## config.mk

```make
export PLATFORM = sky130hd
export DESIGN_NAME = simon_seq_ctrl_flat
export DESIGN_NICKNAME = d
export VERILOG_FILES = /design/src/rtl/simon_seq_if.sv /design/src/rtl/simon_seq_ctrl.sv /design/src/flat_wrapper.sv
export SDC_FILE = /design/constraint.sdc
export NUM_CORES = 1
export LEC_CHECK = 0
export ABC_AREA = 1
export ABC_CLOCK_PERIOD_IN_PS = 3800
export CAP_MARGIN = 40
export CORE_ASPECT_RATIO = 1.2
export CORE_MARGIN = 3
export CORE_UTILIZATION = 52
export CTS_BUF_LIST = sky130_fd_sc_hd__clkbuf_8
export DETAILED_ROUTE_END_ITERATION = 10
export GPL_TIMING_DRIVEN = 0
export PLACE_DENSITY = 0.88
export SLEW_MARGIN = 20
export SYNTH_ARGS = -nofsm -noshare
export SYNTH_HDL_FRONTEND = slang
export SYNTH_SLANG_ARGS = --single-unit
export TNS_END_PERCENT = 100
```

## constraint.sdc

```tcl
create_clock -name clk -period 3.8 [get_ports clk]
set_input_delay 1.14 -clock clk [delete_from_list [all_inputs] [get_ports clk]]
set_output_delay 1.14 -clock clk [all_outputs]
set_load 0.1 [all_outputs]
```

## src/rtl/simon_seq_if.sv

```systemverilog
// Bus bundle between the Simon sequencer and its environment.
// The environment covers the start/button inputs, the random byte source and the
// external 32-bit sequence register. It uses the master modport and drives
// start, rand_byte, mem_data and btn. The sequencer uses the slave modport and
// drives the register write strobes, the symbol display outputs and the game status.
interface simon_seq_if;
    logic        start;
    logic [7:0]  rand_byte;
    logic [31:0] mem_data;
    logic [3:0]  btn;
    logic        mem_rst;
    logic        mem_load;
    logic [1:0]  mem_load_val;
    logic [7:0]  mem_in;
    logic        show_valid;
    logic [1:0]  show_sym;
    logic [4:0]  round;
    logic        busy;
    logic        win;
    logic        fail;

    modport master (
        output start, rand_byte, mem_data, btn,
        input  mem_rst, mem_load, mem_load_val, mem_in,
               show_valid, show_sym, round, busy, win, fail
    );

    modport slave (
        input  start, rand_byte, mem_data, btn,
        output mem_rst, mem_load, mem_load_val, mem_in,
               show_valid, show_sym, round, busy, win, fail
    );
endinterface

```

## src/rtl/simon_seq_ctrl.sv

```systemverilog
// Simon Says game sequencer.
// A start request clears the external sequence register and then loads it with
// four random bytes. Each round replays the first N symbols and then checks the
// player's presses. The game is won after MAX_ROUND correct rounds. It fails on
// a wrong press, on a press of more than one button, or on a timeout.
// Ports: clk, rst_n (async, active-low), bus (simon_seq_if.slave).
// Outputs are Moore-decoded from the registered state, idx, round and lane.
// mem_in passes rand_byte through during LOAD.
// show_sym selects its symbol from mem_data during SHOW.
module simon_seq_ctrl #(
    parameter int unsigned SHOW_CYCLES    = 8,
    parameter int unsigned GAP_CYCLES     = 2,
    parameter int unsigned MAX_ROUND      = 16,
    parameter int unsigned TIMEOUT_CYCLES = 64
) (
    input logic         clk,
    input logic         rst_n,
    simon_seq_if.slave  bus
);
    localparam int unsigned PH_MAX = (SHOW_CYCLES > GAP_CYCLES) ? SHOW_CYCLES : GAP_CYCLES;
    localparam int unsigned PH_W   = $clog2(PH_MAX + 1);
    localparam int unsigned TO_W   = $clog2(TIMEOUT_CYCLES + 1);

    typedef enum logic [2:0] {
        S_IDLE, S_CLEAR, S_LOAD, S_SHOW, S_GAP, S_INPUT, S_WIN, S_FAIL
    } state_t;

    state_t            state_q, state_d;
    logic [PH_W-1:0]   phase_q, phase_d;
    logic [TO_W-1:0]   to_q, to_d;
    logic [3:0]        idx_q, idx_d;
    logic [4:0]        round_q, round_d;
    logic [1:0]        lane_q, lane_d;

    logic [1:0]        exp_sym;
    logic              more;

    // Symbol currently displayed or expected, and whether it is not the last of the round
    assign exp_sym = bus.mem_data[{idx_q, 1'b0} +: 2];
    assign more    = (5'({1'b0, idx_q}) + 5'd1) < round_q;

    // State register
    always_ff @(posedge clk or negedge rst_n) begin
        if (!rst_n) begin
            state_q <= S_IDLE;
            phase_q <= '0;
            to_q    <= '0;
            idx_q   <= '0;
            round_q <= '0;
            lane_q  <= '0;
        end else begin
            state_q <= state_d;
            phase_q <= phase_d;
            to_q    <= to_d;
            idx_q   <= idx_d;
            round_q <= round_d;
            lane_q  <= lane_d;
        end
    end

    // Next-state and Moore output decode
    always_comb begin
        state_d = state_q;
        phase_d = phase_q;
        to_d    = to_q;
        idx_d   = idx_q;
        round_d = round_q;
        lane_d  = lane_q;

        bus.mem_rst      = 1'b0;
        bus.mem_load     = 1'b0;
        bus.mem_load_val = 2'd0;
        bus.mem_in       = 8'd0;
        bus.show_valid   = 1'b0;
        bus.show_sym     = 2'd0;
        bus.round        = round_q;
        bus.busy         = 1'b1;
        bus.win          = 1'b0;
        bus.fail         = 1'b0;

        unique case (state_q)
            S_IDLE, S_WIN, S_FAIL: begin
                bus.busy = 1'b0;
                bus.win  = (state_q == S_WIN);
                bus.fail = (state_q == S_FAIL);
                if (bus.start) begin
                    state_d = S_CLEAR;
                    round_d = '0;
                    idx_d   = '0;
                end
            end
            S_CLEAR: begin
                bus.mem_rst = 1'b1;
                lane_d      = '0;
                state_d     = S_LOAD;
            end
            S_LOAD: begin
                bus.mem_load     = 1'b1;
                bus.mem_load_val = lane_q;
                bus.mem_in       = bus.rand_byte;
                lane_d           = lane_q + 2'd1;
                if (lane_q == 2'd3) begin
                    state_d = S_SHOW;
                    round_d = 5'd1;
                    idx_d   = '0;
                    phase_d = '0;
                end
            end
            S_SHOW: begin
                bus.show_valid = 1'b1;
                bus.show_sym   = exp_sym;
                if (phase_q == PH_W'(SHOW_CYCLES - 1)) begin
                    phase_d = '0;
                    state_d = S_GAP;
                end else begin
                    phase_d = phase_q + PH_W'(1);
                end
            end
            S_GAP: begin
                if (phase_q == PH_W'(GAP_CYCLES - 1)) begin
                    phase_d = '0;
                    if (more) begin
                        idx_d   = idx_q + 4'd1;
                        state_d = S_SHOW;
                    end else begin
                        idx_d   = '0;
                        to_d    = '0;
                        state_d = S_INPUT;
                    end
                end else begin
                    phase_d = phase_q + PH_W'(1);
                end
            end
            S_INPUT: begin
                if (bus.btn == 4'd0) begin
                    if (to_q == TO_W'(TIMEOUT_CYCLES - 1)) state_d = S_FAIL;
                    else                                   to_d    = to_q + TO_W'(1);
                end else if (bus.btn != (4'b0001 << exp_sym)) begin
                    // Also catches multi-button presses, which are never one-hot
                    state_d = S_FAIL;
                end else if (more) begin
                    idx_d = idx_q + 4'd1;
                    to_d  = '0;
                end else if (round_q == 5'(MAX_ROUND)) begin
                    state_d = S_WIN;
                end else begin
                    round_d = round_q + 5'd1;
                    idx_d   = '0;
                    phase_d = '0;
                    state_d = S_SHOW;
                end
            end
            default: state_d = S_IDLE;
        endcase
    end
endmodule

```

## src/flat_wrapper.sv

```systemverilog
// flat-port wrapper written by rule: the top's interface ports become plain ports
module simon_seq_ctrl_flat 
#(
    parameter int unsigned SHOW_CYCLES    = 8,
    parameter int unsigned GAP_CYCLES     = 2,
    parameter int unsigned MAX_ROUND      = 16,
    parameter int unsigned TIMEOUT_CYCLES = 64
)
  (clk, rst_n, bus_start, bus_rand_byte, bus_mem_data, bus_btn, bus_mem_rst, bus_mem_load, bus_mem_load_val, bus_mem_in, bus_show_valid, bus_show_sym, bus_round, bus_busy, bus_win, bus_fail);
  simon_seq_if bus_i ();
  input logic clk;
  input logic rst_n;
  input wire logic [$bits(bus_i.start)-1:0] bus_start;
  input wire logic [$bits(bus_i.rand_byte)-1:0] bus_rand_byte;
  input wire logic [$bits(bus_i.mem_data)-1:0] bus_mem_data;
  input wire logic [$bits(bus_i.btn)-1:0] bus_btn;
  output wire logic [$bits(bus_i.mem_rst)-1:0] bus_mem_rst;
  output wire logic [$bits(bus_i.mem_load)-1:0] bus_mem_load;
  output wire logic [$bits(bus_i.mem_load_val)-1:0] bus_mem_load_val;
  output wire logic [$bits(bus_i.mem_in)-1:0] bus_mem_in;
  output wire logic [$bits(bus_i.show_valid)-1:0] bus_show_valid;
  output wire logic [$bits(bus_i.show_sym)-1:0] bus_show_sym;
  output wire logic [$bits(bus_i.round)-1:0] bus_round;
  output wire logic [$bits(bus_i.busy)-1:0] bus_busy;
  output wire logic [$bits(bus_i.win)-1:0] bus_win;
  output wire logic [$bits(bus_i.fail)-1:0] bus_fail;
  assign bus_i.start = bus_start;
  assign bus_i.rand_byte = bus_rand_byte;
  assign bus_i.mem_data = bus_mem_data;
  assign bus_i.btn = bus_btn;
  assign bus_mem_rst = bus_i.mem_rst;
  assign bus_mem_load = bus_i.mem_load;
  assign bus_mem_load_val = bus_i.mem_load_val;
  assign bus_mem_in = bus_i.mem_in;
  assign bus_show_valid = bus_i.show_valid;
  assign bus_show_sym = bus_i.show_sym;
  assign bus_round = bus_i.round;
  assign bus_busy = bus_i.busy;
  assign bus_win = bus_i.win;
  assign bus_fail = bus_i.fail;
  simon_seq_ctrl #(.SHOW_CYCLES(SHOW_CYCLES), .GAP_CYCLES(GAP_CYCLES), .MAX_ROUND(MAX_ROUND), .TIMEOUT_CYCLES(TIMEOUT_CYCLES)) u_core (.clk(clk), .rst_n(rst_n), .bus(bus_i));
endmodule
```

After elaboration in Yosys (flattened, before gate mapping)
Cells that the tools add are included.
{"block": "totals", "output_inout_bits": 23, "inputBits": 47, "wordCells": 106, "ff_bits": 25}
{"block": "classes", "mux": 50, "order_cmp": 1, "n_reduce_logical": 13, "add_sub_neg": 6, "eq_ne": 28, "n_shift": 2}
{"cell": "$mux W4", "count": 13}
{"cell": "$mux W7", "count": 6}
{"cell": "$pmux W4 S4", "count": 2}
{"cell": "$shiftx A32 B6 Y2", "count": 1}
{"cell": "$mux W3", "count": 10}
{"cell": "$mux W5", "count": 6}
{"cell": "$pmux W3 S6", "count": 1}
{"cell": "$reduce_and A6 Y1", "count": 3}
{"cell": "$pmux W5 S3", "count": 1}
{"cell": "$pmux W7 S2", "count": 1}
{"cell": "$reduce_and A7 Y1", "count": 2}
{"cell": "$eq A3 B3 Y1 const B", "count": 4}
{"cell": "$ne A2 B2 Y1 const B", "count": 6}
{"cell": "$add A4 B1 Y4 const B", "count": 2}
{"cell": "$mux W8", "count": 1}
{"cell": "$reduce_bool A4 Y1", "count": 2}
{"cell": "$add A7 B1 Y7 const B", "count": 1}
{"cell": "$eq A7 B6 Y1 const B", "count": 1}
{"cell": "$eq A3 B2 Y1 const B", "count": 2}
{"cell": "$mux W1", "count": 6}
{"cell": "$ne A2 B1 Y1 const B", "count": 3}
{"cell": "$ne A3 B2 Y1 const B", "count": 2}
{"cell": "$ne A3 B3 Y1 const B", "count": 2}
{"cell": "$add A4 B1 Y5 const B", "count": 1}
{"cell": "other kinds (19)", "count": 21}

Longest topological paths before layout
{"block": "depth", "depth_word": 6, "depth_mapped": 17, "mapped_depth_nobuf": 16}

Worst setup path after synthesis
OpenSTA, ideal clock, no wires.
{"block": "synth_timing", "path_kind": "reg2out", "startpoint": "register u_core.state_q[2]", "endpoint": "output port bus_show_sym[0]", "n_path_buf": 0, "t_arrival_ps": 3092, "stages_incl_launch_ff": 6, "path_slack_ps": -432, "required_ps": 2660, "cell_sequence": "dfrtp_1 > inv_2 > nand2_1 > nor2_2 > inv_2 > a21oi_1"}
{"block": "synth_between", "elab_chain_len": 2}
{"item": "start, declared", "line": "simon_seq_ctrl.sv:28", "rtl": "state_t state_q, state_d;"}
{"item": "start signal, assigned", "line": "simon_seq_ctrl.sv:52", "rtl": "state_q <= state_d;"}
{"item": "$eq A3 B2 Y1", "line": "simon_seq_ctrl.sv:81", "rtl": "unique case (state_q)"}
{"item": "$mux W2", "line": "simon_seq_ctrl.sv:81"}
{"item": "end, declared", "line": "flat_wrapper.sv:22", "rtl": "output wire logic [$bits(bus_i.show_sym)-1:0] bus_show_sym;"}
No other way between the ends.

Worst setup path in the final report
{"block": "layout_timing", "startpoint": "input port bus_mem_data[24]", "endpoint": "output port bus_show_sym[0]"}
{"block": "layout_between", "elab_chain_len": 2}
{"item": "start, declared", "line": "flat_wrapper.sv:15", "rtl": "input wire logic [$bits(bus_i.mem_data)-1:0] bus_mem_data;"}
{"item": "$shiftx A32 B6 Y2", "line": "simon_seq_ctrl.sv:39", "rtl": "assign exp_sym = bus.mem_data[{idx_q, 1'b0} +: 2];"}
{"item": "$mux W2", "line": "simon_seq_ctrl.sv:81"}
No other way between the ends.

==> metrics <==
Worst-Margin Slew 568 ps; Final Hold Violating Endpoints 0; post-synth top area cell dfrtp_1; ys async rst share 100%; setup bufs post-CTS 0; CTS buffer count 3; R2R Path End u_core.to_q[6]; RePlAce Congestion 0.867; Routed WL per cell 13.5 um; startpoint types primary input; core area 4040 um2; Detailed Place HPWL 5410 um; Clock Skew 6.11 ps; total power 0.00190 W; Critical Path RT 2660 ps; Root Buffer clkbuf_8; port bufs 69; f_max 270 MHz; via count 2671; Max-slew headroom 62.0%; EDFF count, synth 0; first-pass GRT wire length 11400 um; register area 626 um2; grt ovf 0; 1st-iter DRT viols 141; multi-input logic area 1360 um2; Peak VDD IR 0.000698 V; Synth Register Bits 25; nets 509; Power Dens Cells 560 nW/um2; vias in the first global route 2679; Clock transition at path regs 90 ps; DRC Markers 0; die height 77.7 um; Synth Area in Adders 6.18%; proportion of synthesized area in mux cells 0%; initial core utilization 55.2%; IO Pins 70; share of the synthesized area in the top cell type 28.1%; Lkg Pwr 1.64 nW; share of layout cells above drive strength 1 11.8%; average size of a mapped cell 6.28 um2; ys flop type dfrtp_1; Area growth, synth to finish 51.8%; post-synthesis compound-gate area fraction 9.94%; ANT nets after route 0; WHS Path Cells 2; Worst Setup Path Type in2out; top-count cell post-synth nand2_1; max-slew violation count 0; Post-Synthesis Net Count 413; initial antenna violation count 0; Layout fillers 239; CP Capture Type output port; setup TNS 0 ps; drt first pass iters 4; WHS Endpoint u_core.to_q[1]; drt via density 5.30; largest family of logic cells by synthesized area simple AND/OR/NAND/NOR gates; die area 5110 um2; post-synthesis sequential area ratio 28.1%; hold path start u_core.to_q[1]; Crit Path Max Fanout 4; Max-cap violations 0; WP data arrival 2560 ps; total detailed-routing wirelength 6780 um; Synth area leaders dfrtp_1 (28%), nand2_1 (18%), inv_1 (8.4%); cells on worst reg2reg path 14; most frequent cells after synthesis nand2_1 (108), inv_1 (50), nor2_1 (42); row count 25; deepest clock path buffer count 2; status completed; Post-Synth Simple-Gate Area 42.7%; final period utilization 97.3%; Die W 65.8 um; setup slack, reg-to-reg 800 ps; Skew-Pair Late Insertion Delay 270 ps; post-synth cell types 34; unrepaired setup endpoints after global routing false; xor and xnor area share after synthesis 2.36%; largest net degree at the start of global routing 15; CTS H-Tree Depth 1; gr usage total 27.9%; Final setup viols 0; HP Class reg2reg; clock period minus final worst setup slack 3700 ps; Yosys warning count 0; Cells after Synth 355; FF-to-FF Start u_core.idx_q[0]; CTS tree built; synthesized area 2230 um2; ANT cells 0; clock sink count 25
-- cell usage in the layout (no fill, tap or decap), drive strengths merged --
| master | n |
|---|---|
| nand2 | 111 |
| clkdlybuf4s50 | 67 |
| inv | 54 |
| nor2 | 46 |
| nand3 | 34 |
| buf | 28 |
| dfrtp | 25 |
| o21ai | 24 |
| ha | 11 |
| nand4 | 9 |
| a21oi | 8 |
| nor3 | 8 |
| xor2 | 6 |
| clkbuf | 4 |
| or2 | 3 |
| nand3b | 3 |
| clkinv | 2 |
| a211oi | 2 |
| o21bai | 1 |
| a31oi | 1 |
| o211ai | 1 |
| o31ai | 1 |
| a31o | 1 |
-- metal layers --
layer,wire length [um],global-route usage (%),up-vias
li1,-,-,1325
met1,2600,32.0,1162
met2,3370,49.8,150
met3,538,4.34,34
met4,274,12.4,0
met5,0,0,-
-- power by group --
group / switching (W) / total (W) / leakage [nW] / internal, W
logic: 0.000916 / 0.00137 / 1.28 / 0.000452
registers: 0.0000538 / 0.000366 / 0.339 / 0.000312
clock network: 0.0000889 / 0.000162 / 0.0255 / 0.0000735
-- sequential cells by signal, summed over array words and instances (netlist names) --
name,flops
u_core.phase_q,4
u_core.state_q,3
u_core.to_q,7
u_core.idx_q,4
u_core.bus.round,5
u_core.lane_q,2
-- worst max path at each step --
stage | startpoint | slack [ps] | depth (start not counted) | to
after floorplan | u_core.state_q[2] | -430 | 5 | bus_show_sym[0]
after global placement | bus_mem_data[28] | -690 | 8 | bus_show_sym[0]
after detailed placement | bus_mem_data[24] | -300 | 9 | bus_show_sym[0]
after CTS | bus_mem_data[24] | 90 | 8 | bus_show_sym[0]
after global routing | bus_mem_data[24] | 20 | 8 | bus_show_sym[0]
final | bus_mem_data[24] | 100 | 8 | bus_show_sym[0]
-- critical path, stage by stage --
cell	delay (ps)
clkdlybuf4s50_1	450
nand2_1	50
nand3_1	80
nand2_1	50
nor2_1	150
nand2_1	130
a21oi_1	280
buf_12	220
-- final cells by class --
cell class / count / area share [%]
flip-flops and latches: 25 / 18.5
well taps: 54 / 2.00
repair buffers: 91 / 30.8
plain buffers: 5 / 0.962
clock buffers: 3 / 1.22
inverters: 55 / 6.10
clock inverters: 1 / 0.148
multi-input cells: 270 / 40.3
-- stage by stage --
stage / area, um2 / cells / util [%] / setup slack, ps / hold WS [ps]
detailed placement: 3350 / 502 / 82.9 / -305 / 496
global placement: 2990 / 478 / 74.0 / -686 / 473
floorplan: 2230 / 355 / - / -432 / 457
CTS: 3380 / 504 / 83.8 / 91.1 / 517
finish: 3380 / 504 / 83.8 / 103 / 517
global route: 3380 / 504 / 83.8 / 22.5 / 549
-- cells by family (layout without fill, tap and decap cells) --
kind of cell             after synthesis  after routing
AND/OR/NAND/NOR                      214            214
AO/OA/AOI/OAI                         39             39
adder cells (fa/ha/maj)               11             11
buffers and inverters                 60            155
XOR/XNOR                               6              6
flip-flops                            25             25
-- timing repair --
item,4_1_cts,5_1_grt
endpoints found under the setup margin,2,0
hold buffers,0,0
resized for setup,2,0
Power figures use the tool's default switching activity.
